===== config.mk =====
export PLATFORM = sky130hd
export DESIGN_NAME = dq_wr_burst_seq
export DESIGN_NICKNAME = d
export VERILOG_FILES = /design/src/rtl/dq_wr_burst_seq.sv
export SDC_FILE = /design/constraint.sdc
export NUM_CORES = 1
export LEC_CHECK = 0
export ABC_AREA = 1
export BUFFER_PORTS_ARGS = -buffer_cell sky130_fd_sc_hd__buf_2
export CORE_AREA = 2 2 103 55
export DETAILED_ROUTE_END_ITERATION = 10
export DIE_AREA = 0 0 105 57
export PLACE_DENSITY = 0.74
export RECOVER_POWER = 100
export SLEW_MARGIN = 0
export SYNTH_ARGS = -nofsm -noshare
export SYNTH_HDL_FRONTEND = slang
export SYNTH_SLANG_ARGS = --single-unit

===== constraint.sdc =====
create_clock -name clk_div -period 1.2 [get_ports clk_div]
set_input_delay 0.18 -clock clk_div [delete_from_list [all_inputs] [get_ports clk_div]]
set_output_delay 0.18 -clock clk_div [all_outputs]
set_load 0.005 [all_outputs]

===== src/rtl/dq_wr_burst_seq.sv =====
// dq_wr_burst_seq: write-burst sequencer for one DDR3 byte lane driving 4:1 DDR output serdes.
// Accepts BL8 write commands. After a programmable latency it drives the DQS/DQ serdes
// parallel data and tristate inputs in the clk_div domain. It generates the preamble,
// the burst, the postamble and the write-data fetch strobe. Back-to-back bursts merge
// without a gap.
//
// Optional feature: define WSEQ_ODT_EN to add the odt output. odt is high in every
// preamble, burst and postamble cycle.
//
// Ports:
//   clk_div    serdes parallel clock (clk/2); the only clock
//   rst_n      asynchronous active-low reset
//   wlat       write latency in clk_div cycles; change only while busy = 0
//   cmd_valid  write command request
//   cmd_ready  command accepted when cmd_valid & cmd_ready
//   wdata_req  fetch strobe; wdata is sampled at the end of this cycle
//   wdata      beat data; bits [4i+3:4i] go to DQ i, and bit 4i is first in time
//   dq_din     to DQ serdes din
//   dq_tin     to DQ serdes tin (shared by all DQ; 1 = high-Z)
//   dqs_din    to DQS serdes din
//   dqs_tin    to DQS serdes tin
//   odt        (WSEQ_ODT_EN only) termination enable, aligned with dqs_tin
//   busy       a command is pending or DQS is driven
// Every output is registered. Bit 0 of each 4-bit group is first on the wire.
module dq_wr_burst_seq #(
  parameter int unsigned NUM_DQ    = 8,
  parameter int unsigned WLAT_BITS = 4
) (
  input  logic                  clk_div,
  input  logic                  rst_n,
  input  logic [WLAT_BITS-1:0]  wlat,
  input  logic                  cmd_valid,
  output logic                  cmd_ready,
  output logic                  wdata_req,
  input  logic [4*NUM_DQ-1:0]   wdata,
  output logic [4*NUM_DQ-1:0]   dq_din,
  output logic [3:0]            dq_tin,
  output logic [3:0]            dqs_din,
  output logic [3:0]            dqs_tin,
`ifdef WSEQ_ODT_EN
  output logic                  odt,
`endif
  output logic                  busy
);

  localparam int unsigned Depth = 2**WLAT_BITS + 1;

  // During cycle c, sched_q[k] means that a burst's first data cycle (B0) falls in cycle c+1+k.
  logic [Depth-1:0] sched_q, sched_d;
  // b0_cur_q: cycle c is a B0. b0_prev_q: cycle c-1 was a B0.
  logic             b0_cur_q, b0_prev_q;

  logic             accept;
  // Flags describing the output cycle n = c+1 that is computed at the end of cycle c.
  logic             b0_n, b0_np1, b0_nm1, b0_nm2;
  logic             is_burst, is_pre, is_post;

  logic                 cmd_ready_d, wdata_req_d, busy_d;
  logic [4*NUM_DQ-1:0]  dq_din_d;
  logic [3:0]           dq_tin_d, dqs_din_d, dqs_tin_d;
`ifdef WSEQ_ODT_EN
  logic                 odt_d;
`endif

  // State register
  always_ff @(posedge clk_div or negedge rst_n) begin
    if (!rst_n) begin
      sched_q   <= '0;
      b0_cur_q  <= 1'b0;
      b0_prev_q <= 1'b0;
      cmd_ready <= 1'b1;
      wdata_req <= 1'b0;
      busy      <= 1'b0;
      dq_din    <= '0;
      dq_tin    <= 4'hF;
      dqs_din   <= 4'h0;
      dqs_tin   <= 4'hF;
`ifdef WSEQ_ODT_EN
      odt       <= 1'b0;
`endif
    end else begin
      sched_q   <= sched_d;
      b0_cur_q  <= b0_n;
      b0_prev_q <= b0_cur_q;
      cmd_ready <= cmd_ready_d;
      wdata_req <= wdata_req_d;
      busy      <= busy_d;
      dq_din    <= dq_din_d;
      dq_tin    <= dq_tin_d;
      dqs_din   <= dqs_din_d;
      dqs_tin   <= dqs_tin_d;
`ifdef WSEQ_ODT_EN
      odt       <= odt_d;
`endif
    end
  end

  // Next-state: advance the schedule and insert a newly accepted command.
  always_comb begin
    accept  = cmd_valid & cmd_ready;
    sched_d = sched_q >> 1;
    // An accept in cycle A places B0 at A+wlat+2. Relative to the next cycle, that is index wlat.
    if (accept) sched_d[wlat] = 1'b1;
    b0_n   = sched_q[0];
    b0_np1 = sched_d[0];
    b0_nm1 = b0_cur_q;
    b0_nm2 = b0_prev_q;
  end

  // Outputs for the next cycle. Priority order: burst, then preamble, then postamble, then idle.
  always_comb begin
    is_burst = b0_n | b0_nm1;
    is_pre   = b0_np1 & ~is_burst;
    is_post  = b0_nm2 & ~is_burst;

    cmd_ready_d = ~accept;
    wdata_req_d = b0_np1 | b0_n;
    busy_d      = (|sched_d) | b0_n | b0_nm1 | b0_nm2;
    // Data fetched in the previous cycle appears on the wire now. Otherwise the output is 0.
    dq_din_d    = wdata_req ? wdata : '0;

    dqs_din_d = 4'h0;
    dqs_tin_d = 4'hF;
    dq_tin_d  = 4'hF;
    if (is_burst) begin
      dqs_din_d = 4'b0101;
      dqs_tin_d = 4'h0;
      dq_tin_d  = 4'h0;
    end else if (is_pre && is_post) begin
      // A one-cycle gap between bursts keeps DQS driven low for the whole cycle.
      dqs_tin_d = 4'h0;
    end else if (is_pre) begin
      dqs_tin_d = 4'b0011;
    end else if (is_post) begin
      dqs_tin_d = 4'b1100;
    end
`ifdef WSEQ_ODT_EN
    odt_d = is_burst | is_pre | is_post;
`endif
  end

endmodule


==> flow_metrics.tcl, run 1 <==
set metrics [dict create \
    seq_area_frac_synth_pct 67.73 \
    cp-end-kind "flip-flop" \
    p_leak_nw 1.829 \
    synthCells 218 \
    grt_pass1_vias 1511 \
    regArea_mm2 0.001433 \
    worst_slack_ns -0.002746 \
    min_period_ns 1.203 \
    netlist_area_mm2 0.002113 \
    routed-via-count 1602 \
    slew_headroom_pct 51.41 \
    avgViaCountPerCell 4.066 \
    violations "negative setup slack" \
    wire_per_inst_um 10.31 \
    p_per_area_mw_per_mm2 1674 \
    path_class "flip-flop to flip-flop" \
    start_util_pct 40.78 \
    arrival_ns 1.48 \
    ys_ff_latch 57 \
    fin_nets 355 \
    timing.fmax_mhz 831.4 \
    htreeDepth 3 \
    worstPathRequired_ns 1.48 \
    yosys_warnings 0 \
    grt_util_met1_pct 17.33 \
    numPortBuffers 83 \
    row_count 19 \
    grt_start_max_net_pins 58 \
    hpwl_um 2843 \
    clk_pin_slew_ns 0.07 \
    synth_area_leaders "dfrtp_1 63%, nand2_1 9.6%, inv_1 9.4%, dfstp_2 5.0%, nor2_1 3.0%" \
    vdd_drop_max_uv 764.1 \
    grtUsageMet2_pct 21.89 \
    rsz0062_at_grt "true" \
    tightest_slew_ns 0.7289 \
    clock_latency_ns 0.33 \
    track_usage_pct 14.65 \
    dieArea_mm2 0.005985 \
    syn_avg_cell_area_um2 9.694 \
    wl_um 4062 \
    status "finished with violations" \
    io_pins 86 \
    use_met3_pct 10.17 \
    startpoint_type "flip-flop" \
    drt_iter0_drc 56 \
    core_mm2 0.005182 \
    final_cell_mix "82 x buf_2, 54 x nand2_1, 53 x inv_1" \
    drc 0 \
    maxSlewViolCount 0 \
    clock-sinks 57 \
    die_y_um 57 \
    drtAntennaViolNets 0 \
    place_ws_ns -0.04878 \
    cts_inserted_buffers 9 \
    clk_path_buf_depth 2 \
    synth_top_area_share_pct 62.76 \
    clockRootBuffer "clkbuf_8" \
    fin_cells 394 \
    antenna_found_initial 0 \
    overflow 0 \
    grt_pass1_wl_um 6479 \
    hold_class "input pin to flip-flop" \
    path_max_fanout 12 \
    fillCellCount 505 \
    final_hold_viol_count 0 \
    place_congestion 0.8864 \
    drv_cap 0 \
    multi_input_area_um2 416.7 \
    layout_commonest_cell "buf_2" \
    synth.largest_area_cell "dfrtp_1" \
    cts_tree "done" \
    synth_cell_types 14 \
    setup_viol 1 \
    final_layout_size_suffix_gt1_share_pct 40.81 \
    area_delta_synth_final_pct 37.30 \
    fin_worst_skew_ns 0.01136 \
    antenna_cells 0 \
    post-place-cells 369 \
    die_w_um 105 \
    busiest_layer "met2" \
    firstDrtPassIters 4 \
    period_share_pct 100.2 \
]
==> stage by stage <==
stage | total power [mW] | hold slack, ns | instance area, um2 | utilization [%] | TNS (ns)
after floorplan | 2.679 | -0.1156 | 2117 | - | 0
after global placement | 3.025 | 0.2018 | 2611 | 50.39 | -0.01367
after detailed placement | 3.048 | 0.2058 | 2611 | 50.39 | -0.04878
after CTS | 4.885 | 0.01368 | 2875 | 55.48 | -0.01515
after global routing | 5.137 | 0.006570 | 2902 | 55.99 | -0.3694
final | 4.858 | 0.02959 | 2902 | 55.99 | -0.002746
==> worst paths after layout <==
kind | from | end | slack (ns) | cells past startpoint
min | wdata[15] | dq_din[15] | 0.03 | 3
max reg2reg | cmd_ready | busy | -0.003 | 8
max in group asynchronous | rst_n | wdata_req | 0.13 | 3
min in group asynchronous | rst_n | sched_q[10] | 0.55 | 3
min reg2reg | b0_cur_q | b0_nm2 | 0.40 | 0
max | cmd_ready | busy | -0.003 | 8
==> routing by layer <==
metal,routed length [um],vias to the layer above,share of wire [%]
li1,-,798,-
met1,1752,730,43
met2,1787,72,44
met3,504,2,12
met4,18,0,0.44
met5,0,-,0
==> flip-flops by register name, indices dropped and copies added (netlist names) <==
register	flops
dq_tin	1
dq_din	32
cmd_ready	1
sched_q	16
b0_cur_q	1
b0_nm2	1
dqs_tin	2
busy	1
wdata_req	1
dqs_din	1
==> synth_stat cells <==
master,n
nand2_2,6
inv_2,2
buf_6,1
dfstp_2,4
inv_1,53
buf_4,8
nand2_1,54
conb_1,1
nor2_1,17
nor2_2,3
nand3_1,12
clkbuf_1,3
dfrtp_1,53
or2_2,1
==> power by group <==
group	total [mW]	internal, mW	switching [mW]
sequential	2.27	2.18	0.0890
combinational	0.838	0.415	0.424
clock	1.75	1.01	0.743
==> cell type report <==
| class | instances | area share (%) |
|---|---|---|
| Multi-Input combinational cell | 95 | 14.36 |
| Clock inverter | 5 | 1.940 |
| Sequential cell | 57 | 49.37 |
| Inverter | 55 | 7.374 |
| Timing Repair Buffer | 98 | 18.93 |
| Clock buffer | 11 | 4.873 |
| Tap cell | 73 | 3.148 |
==> cell families after synthesis <==
kind of cell,share of synthesized area [%]
DFF,67.73
other,0.1774
and+or+nand+nor,18.41
buffers and inverters,13.68
==> critical path: stages, from the launching register on <==
cell     delay, ns
dfstp_2       0.55
nand2_4       0.08
inv_8         0.09
nand3_1       0.08
nand2_1       0.13
nor2_1        0.05
nand2_1       0.07
nor2_2        0.04
nand2_1       0.05
==> repair_timing <==
item,4_1_cts,5_1_grt
hold buffers,1,0
pin swaps,1,4
setup endpoints to repair,2,4
setup buffers,6,2
gates resized for setup,4,6
endpoints found under the hold margin,53,0
(Power assumes the default switching activity.)
==> run 2: changes to the inputs <==
Settings changed: ABC_AREA 1 to unset, CORE_AREA 2 2 103 55 to 2 2 101 54, DIE_AREA 0 0 105 57 to 0 0 103 56, PLACE_DENSITY 0.74 to 0.73.
Clock period 1.2 ns to 1 ns, I/O delays scaled along.
==> flow_metrics.tcl, run 2 <==
set metrics [dict create \
    status "finished with violations" \
    violations "negative setup slack" \
    overflow 0 \
    avgViaCountPerCell 4.288 \
    fillCellCount 418 \
    fin_worst_skew_ns 0.009888 \
    cpMaxStageDelayCell "dfstp_2" \
    place_area_mm2 0.002530 \
    grt_pass1_vias 1474 \
    synth_edf_count 0 \
    hold_class "input pin to flip-flop" \
    worst_slack_ns -0.1949 \
    antenna_found_initial 0 \
    combinationalPowerShare_pct 16.2 \
    holdPathEnd "dq_din[4]" \
    start_util_pct 41.10 \
    clockRootBuffer "clkbuf_8" \
    crit_cells 3 \
    drtAntennaViolNets 0 \
    reg2reg_to "sched_q[0]" \
    io_pins 86 \
    clk_pin_slew_ns 0.06 \
    synth_top_family_by_area "simple AND/OR/NAND/NOR gates" \
    firstDrtPassIters 4 \
    worstReg2RegStart "cmd_ready" \
    maxSlewViolCount 0 \
    routed-via-count 1372 \
    path_max_fanout 6 \
    timing.fmax_mhz 836.9 \
    clock-sinks 57 \
    synthArstFlopShare_pct 100.0 \
    fin_nets 284 \
    power_frac_seq_pct 49.4 \
    die_y_um 56 \
    worstPathRequired_ns 1.26 \
    p_leak_nw 1.442 \
    synth_top_area_share_pct 66.96 \
    startpoint_type "flip-flop" \
    final_layout_size_suffix_gt1_share_pct 49.20 \
    synthCells 144 \
    wire_per_inst_um 12.96 \
    die_w_um 103 \
    p_sw_mw 1.337 \
    rsz0062_at_grt "true" \
    syn_avg_cell_area_um2 13.75 \
    largest_register "dq_din" \
    setup_viol 29 \
    dieArea_mm2 0.005768 \
    drv_cap 0 \
    arrival_ns 1.46 \
    timing.critical_path.cells "and4bb_4, and3_4, or2_2" \
    synthMuxAreaShare_pct 0 \
    wl_um 4148 \
    antenna_cells 0 \
    final_cell_mix "72 x buf_2, 53 x dfrtp_1, 16 x and2_1, 16 x and2_0, 12 x clkbuf_8" \
    clk_path_buf_depth 2 \
    swShare_pct 24.16 \
    hpwl_um 3019 \
    place_ws_ns -0.1585 \
    grt_pass1_wl_um 6644 \
    path_class "flip-flop to flip-flop" \
    cts_inserted_buffers 9 \
    p_int_mw 4.197 \
    crit_family "flip-flops" \
    period_share_pct 119.5 \
    cp-end-kind "flip-flop" \
    fin_area_mm2 0.002786 \
    reg_top3 "dq_din (32), sched_q (16), dqs_tin (2)" \
    p_per_area_mw_per_mm2 1986 \
    synthAdderAreaFrac_pct 0 \
    synth.largest_area_cell "dfrtp_1" \
    regArea_mm2 0.001431 \
    drc 0 \
    row_count 18 \
    drt_iter0_drc 42 \
    rrSetupSlack_ns -0.19 \
    slowest_delay_ns 0.58 \
    ff2ff_path_depth 3 \
    multi_input_area_um2 474.2 \
    synth_area_leaders "dfrtp_1 67%, and2_1 10%, dfstp_2 5.3%, buf_4 3.0%, o21bai_1 3.0%" \
    seq_area_frac_synth_pct 72.27 \
    area_delta_synth_final_pct 40.68 \
    yosys_warnings 0 \
    synth_commonest_cells "53 x dfrtp_1, 32 x and2_1, 8 x buf_4, 8 x o21bai_1, 5 x inv_1" \
    track_usage_pct 15.88 \
    synth-compound-area-share_pct 5.496 \
    share_clk_of_total_power_pct 34.4 \
    numPortBuffers 83 \
    fin_setup_tns_ns -3.325 \
    min_period_ns 1.195 \
    place_congestion 0.8919 \
    largest_reg_flops 32 \
    synth_xor_area_share_pct 0 \
    synth_cell_types 24 \
    clock_latency_ns 0.32 \
    yosysMostFrequentCell "dfrtp_1" \
    vdd_drop_max_uv 747.4 \
    synth-simple-area-share_pct 16.87 \
    grt_start_max_net_pins 28 \
    layout_commonest_cell "buf_2" \
    core_mm2 0.004820 \
    ys.flop_type "dfrtp_1" \
    hold_depth 2 \
    cts_tree "done" \
    htreeDepth 3 \
    final_hold_viol_count 0 \
    netlist_area_mm2 0.001981 \
    ys_ff_latch 57 \
    critPathBufInv 0 \
    holdCritStartpoint "wdata[4]" \
]
run 2: power groups by stage:
stage	clock, mW	sequential (mW)	combinational (mW)
3_5_place_dp	0	2.76	0.856
2_1_floorplan	0	2.79	0.351
3_3_place_gp	0	2.74	0.831
6_report	1.90	2.73	0.898
5_1_grt	2.08	2.77	1.00
4_1_cts	1.97	2.73	0.900
run 2: cell type report:
class                      instances  share of cell area [%]
tap                               70                   3.143
clock inverter                     3                  0.5388
inverter                           6                  0.8083
multi-input combinational         69                   17.02
timing repair buffer             102                   21.06
clock buffer                      13                   6.062
sequential                        57                   51.37
run 2: cells by family (layout without fill, tap and decap cells):
| logic type | count (synthesis) | after routing |
|---|---|---|
| AOI/OAI and AO/OA | 14 | 14 |
| and+or+nand+nor | 53 | 53 |
| other | 1 | 2 |
| DFF | 57 | 57 |
| buffers and inverters | 19 | 124 |
run 2: metrics by stage:
stage / util [%] / power, mW / hold slack (ns) / std cells
floorplan: - / 3.141 / -0.1456 / 145
global placement: 52.49 / 3.574 / 0.07405 / 298
detailed placement: 52.49 / 3.619 / 0.08418 / 298
CTS: 57.66 / 5.598 / 0.01598 / 318
global route: 57.81 / 5.848 / 0.02142 / 320
finish: 57.81 / 5.534 / 0.04069 / 320
run 2: layer usage:
| layer | global-route usage, % | vias to the layer above | part of all wire, % |
|---|---|---|---|
| met3 | 8.543 | 2 | 5.8 |
| li1 | - | 664 | - |
| met1 | 15.92 | 671 | 37 |
| met2 | 28.20 | 35 | 57 |
| met4 | 4.887 | 0 | 0.46 |
| met5 | 0 | - | 0 |
run 2: timing repair:
| item | 4_1_cts | 5_1_grt |
|---|---|---|
| hold endpoints to repair | 11 | 0 |
| resized for setup | 6 | 7 |
| gates cloned | 0 | 0 |
| pin swaps | 16 | 6 |
| endpoints found under the setup margin | 28 | 38 |
| hold buffers | 1 | 0 |
| buffers inserted | 3 | 2 |
run 2: worst max path at each step:
stage	startpoint	to
after detailed placement	cmd_ready	wdata_req
after global placement	cmd_ready	wdata_req
after floorplan	cmd_ready	wdata_req
final	cmd_ready	sched_q[0]
after CTS	cmd_ready	cmd_ready
after global routing	cmd_ready	wdata_req
==> run 3: changes to the inputs <==
Settings changed: SETUP_SLACK_MARGIN set to 0.5.
==> flow_metrics.tcl, run 3 (same netlist as run 2, synthesis figures left out) <==
set metrics [dict create \
    fin_nets 293 \
    io_pins 86 \
    path_class "flip-flop to output pin" \
    overflow 0 \
    antenna_cells 0 \
    crit_family "flip-flops" \
    slowest_delay_ns 0.53 \
    reg_top3 "dq_din (32), sched_q (16), dqs_tin (2)" \
    die_y_um 56 \
    dieArea_mm2 0.005768 \
    startpoint_type "flip-flop" \
    period_share_pct 128.0 \
    htreeDepth 3 \
    path_max_fanout 4 \
    hold_class "input pin to async pin" \
    min_period_ns 1.280 \
    fin_cells 328 \
    grt_pass1_wl_um 6837 \
    wl_um 4583 \
    grt_pass1_vias 1480 \
    layout_commonest_cell "buf_2" \
    rsz0062_at_grt "true" \
    clk_pin_slew_ns 0.06 \
    start_util_pct 41.10 \
    maxSlewViolCount 0 \
    largest_reg_flops 32 \
    timing.fmax_mhz 781.1 \
    drtAntennaViolNets 0 \
    cts_inserted_buffers 9 \
    routed-via-count 1460 \
    slew_headroom_pct 58.42 \
    place_congestion 0.8146 \
    antenna_found_initial 0 \
    die_w_um 103 \
    cpMaxStageDelayCell "dfstp_2" \
    firstDrtPassIters 4 \
    setup_viol 40 \
    row_count 18 \
    clk_path_buf_depth 2 \
    area_delta_synth_final_pct 55.02 \
    place_ws_ns -0.1917 \
    drc 0 \
    fin_worst_skew_ns 0.005790 \
    post-place-cells 301 \
    p_per_area_mw_per_mm2 2040 \
    avgViaCountPerCell 4.451 \
    cpMostUsedCell "buf_6" \
    critPathBufInv 3 \
    core_mm2 0.004820 \
    clockRootBuffer "clkbuf_8" \
    p_leak_nw 1.589 \
    cts_tree "done" \
    final_hold_viol_count 8 \
    wire_per_inst_um 13.97 \
    clock_latency_ns 0.32 \
    worst_slack_ns -0.2802 \
    vdd_drop_max_uv 809.7 \
    cp-end-kind "output pin" \
    tightest_slew_ns 0.6236 \
    hold_slack_ns -0.2160 \
    arrival_ns 1.13 \
    drt_iter0_drc 35 \
    final_cell_mix "65 x buf_2, 53 x dfrtp_1, 32 x and2_4" \
    hpwl_um 3034 \
    numPortBuffers 83 \
    worstPathRequired_ns 0.85 \
    clock-sinks 57 \
    timing.critical_path.cells "buf_6, buf_6, buf_6" \
    status "finished with violations" \
    drv_cap 0 \
    grt_start_max_net_pins 28 \
    largest_register "dq_din" \
    violations "negative hold slack, negative setup slack" \
    final_layout_size_suffix_gt1_share_pct 62.79 \
    track_usage_pct 15.80 \
]
## run 3: layer usage
metal | vias to the layer above | track usage (%) | part of all wire, %
met1 | 728 | 17.54 | 41
met5 | - | 0 | 0
li1 | 681 | - | -
met4 | 0 | 6.391 | 1.1
met3 | 7 | 5.402 | 5.6
met2 | 44 | 27.64 | 53
## run 3: power breakdown
part	internal [mW]	leakage, nW	total [mW]	switching, mW
Sequential	2.61	0.725	2.74	0.123
Clock	1.40	0.112	2.22	0.820
Combinational	0.809	0.753	1.30	0.495
Total	4.83	1.59	6.26	1.44
## run 3: stage by stage
stage	setup TNS, ns	power (mW)	area, um2	util, %
after floorplan	-0.3979	3.195	2016	-
after global placement	-1.199	3.583	2545	52.80
after detailed placement	-1.763	3.612	2545	52.80
after CTS	-3.165	6.178	2989	62.02
after global routing	-5.326	6.584	3070	63.71
final	-3.052	6.263	3070	63.71
## run 3: final timing paths
kind / startpoint / slack (ns) / endpoint / depth (start not counted)
min reg2reg: b0_cur_q / 0.43 / b0_nm2 / 0
max reg2reg: sched_q[0] / -0.16 / wdata_req / 2
min in group clk_div: wdata[17] / 0.05 / dq_din[17] / 2
max: cmd_ready / -0.28 / cmd_ready / 3
max in group asynchronous: rst_n / 0.21 / dq_din[30] / 2
min: rst_n / -0.22 / sched_q[8] / 1
## run 3: cell type report
| class | count | area (um2) |
|---|---|---|
| clock buffers | 13 | 178.9 |
| flip-flops and latches | 57 | 1431 |
| inverters | 6 | 22.52 |
| repair buffers | 111 | 718.2 |
| multi-input cells | 69 | 596.8 |
| clock inverters | 2 | 35.03 |
| fillers | 398 | 1749 |
| well taps | 70 | 87.58 |
## run 3: worst reg2reg max path, stage by stage (launching register included)
cell and delay, ns:
dfrtp_1 0.42, clkdlybuf4s25_1 0.28, or3_1 0.34
## run 3: timing repair
action | CTS | global route
resized for setup | 57 | 8
gates cloned | 1 | 3
pin swaps | 8 | 4
hold endpoints to repair | 33 | 25
endpoints found under the setup margin | 102 | 102
buffers inserted | 4 | 4
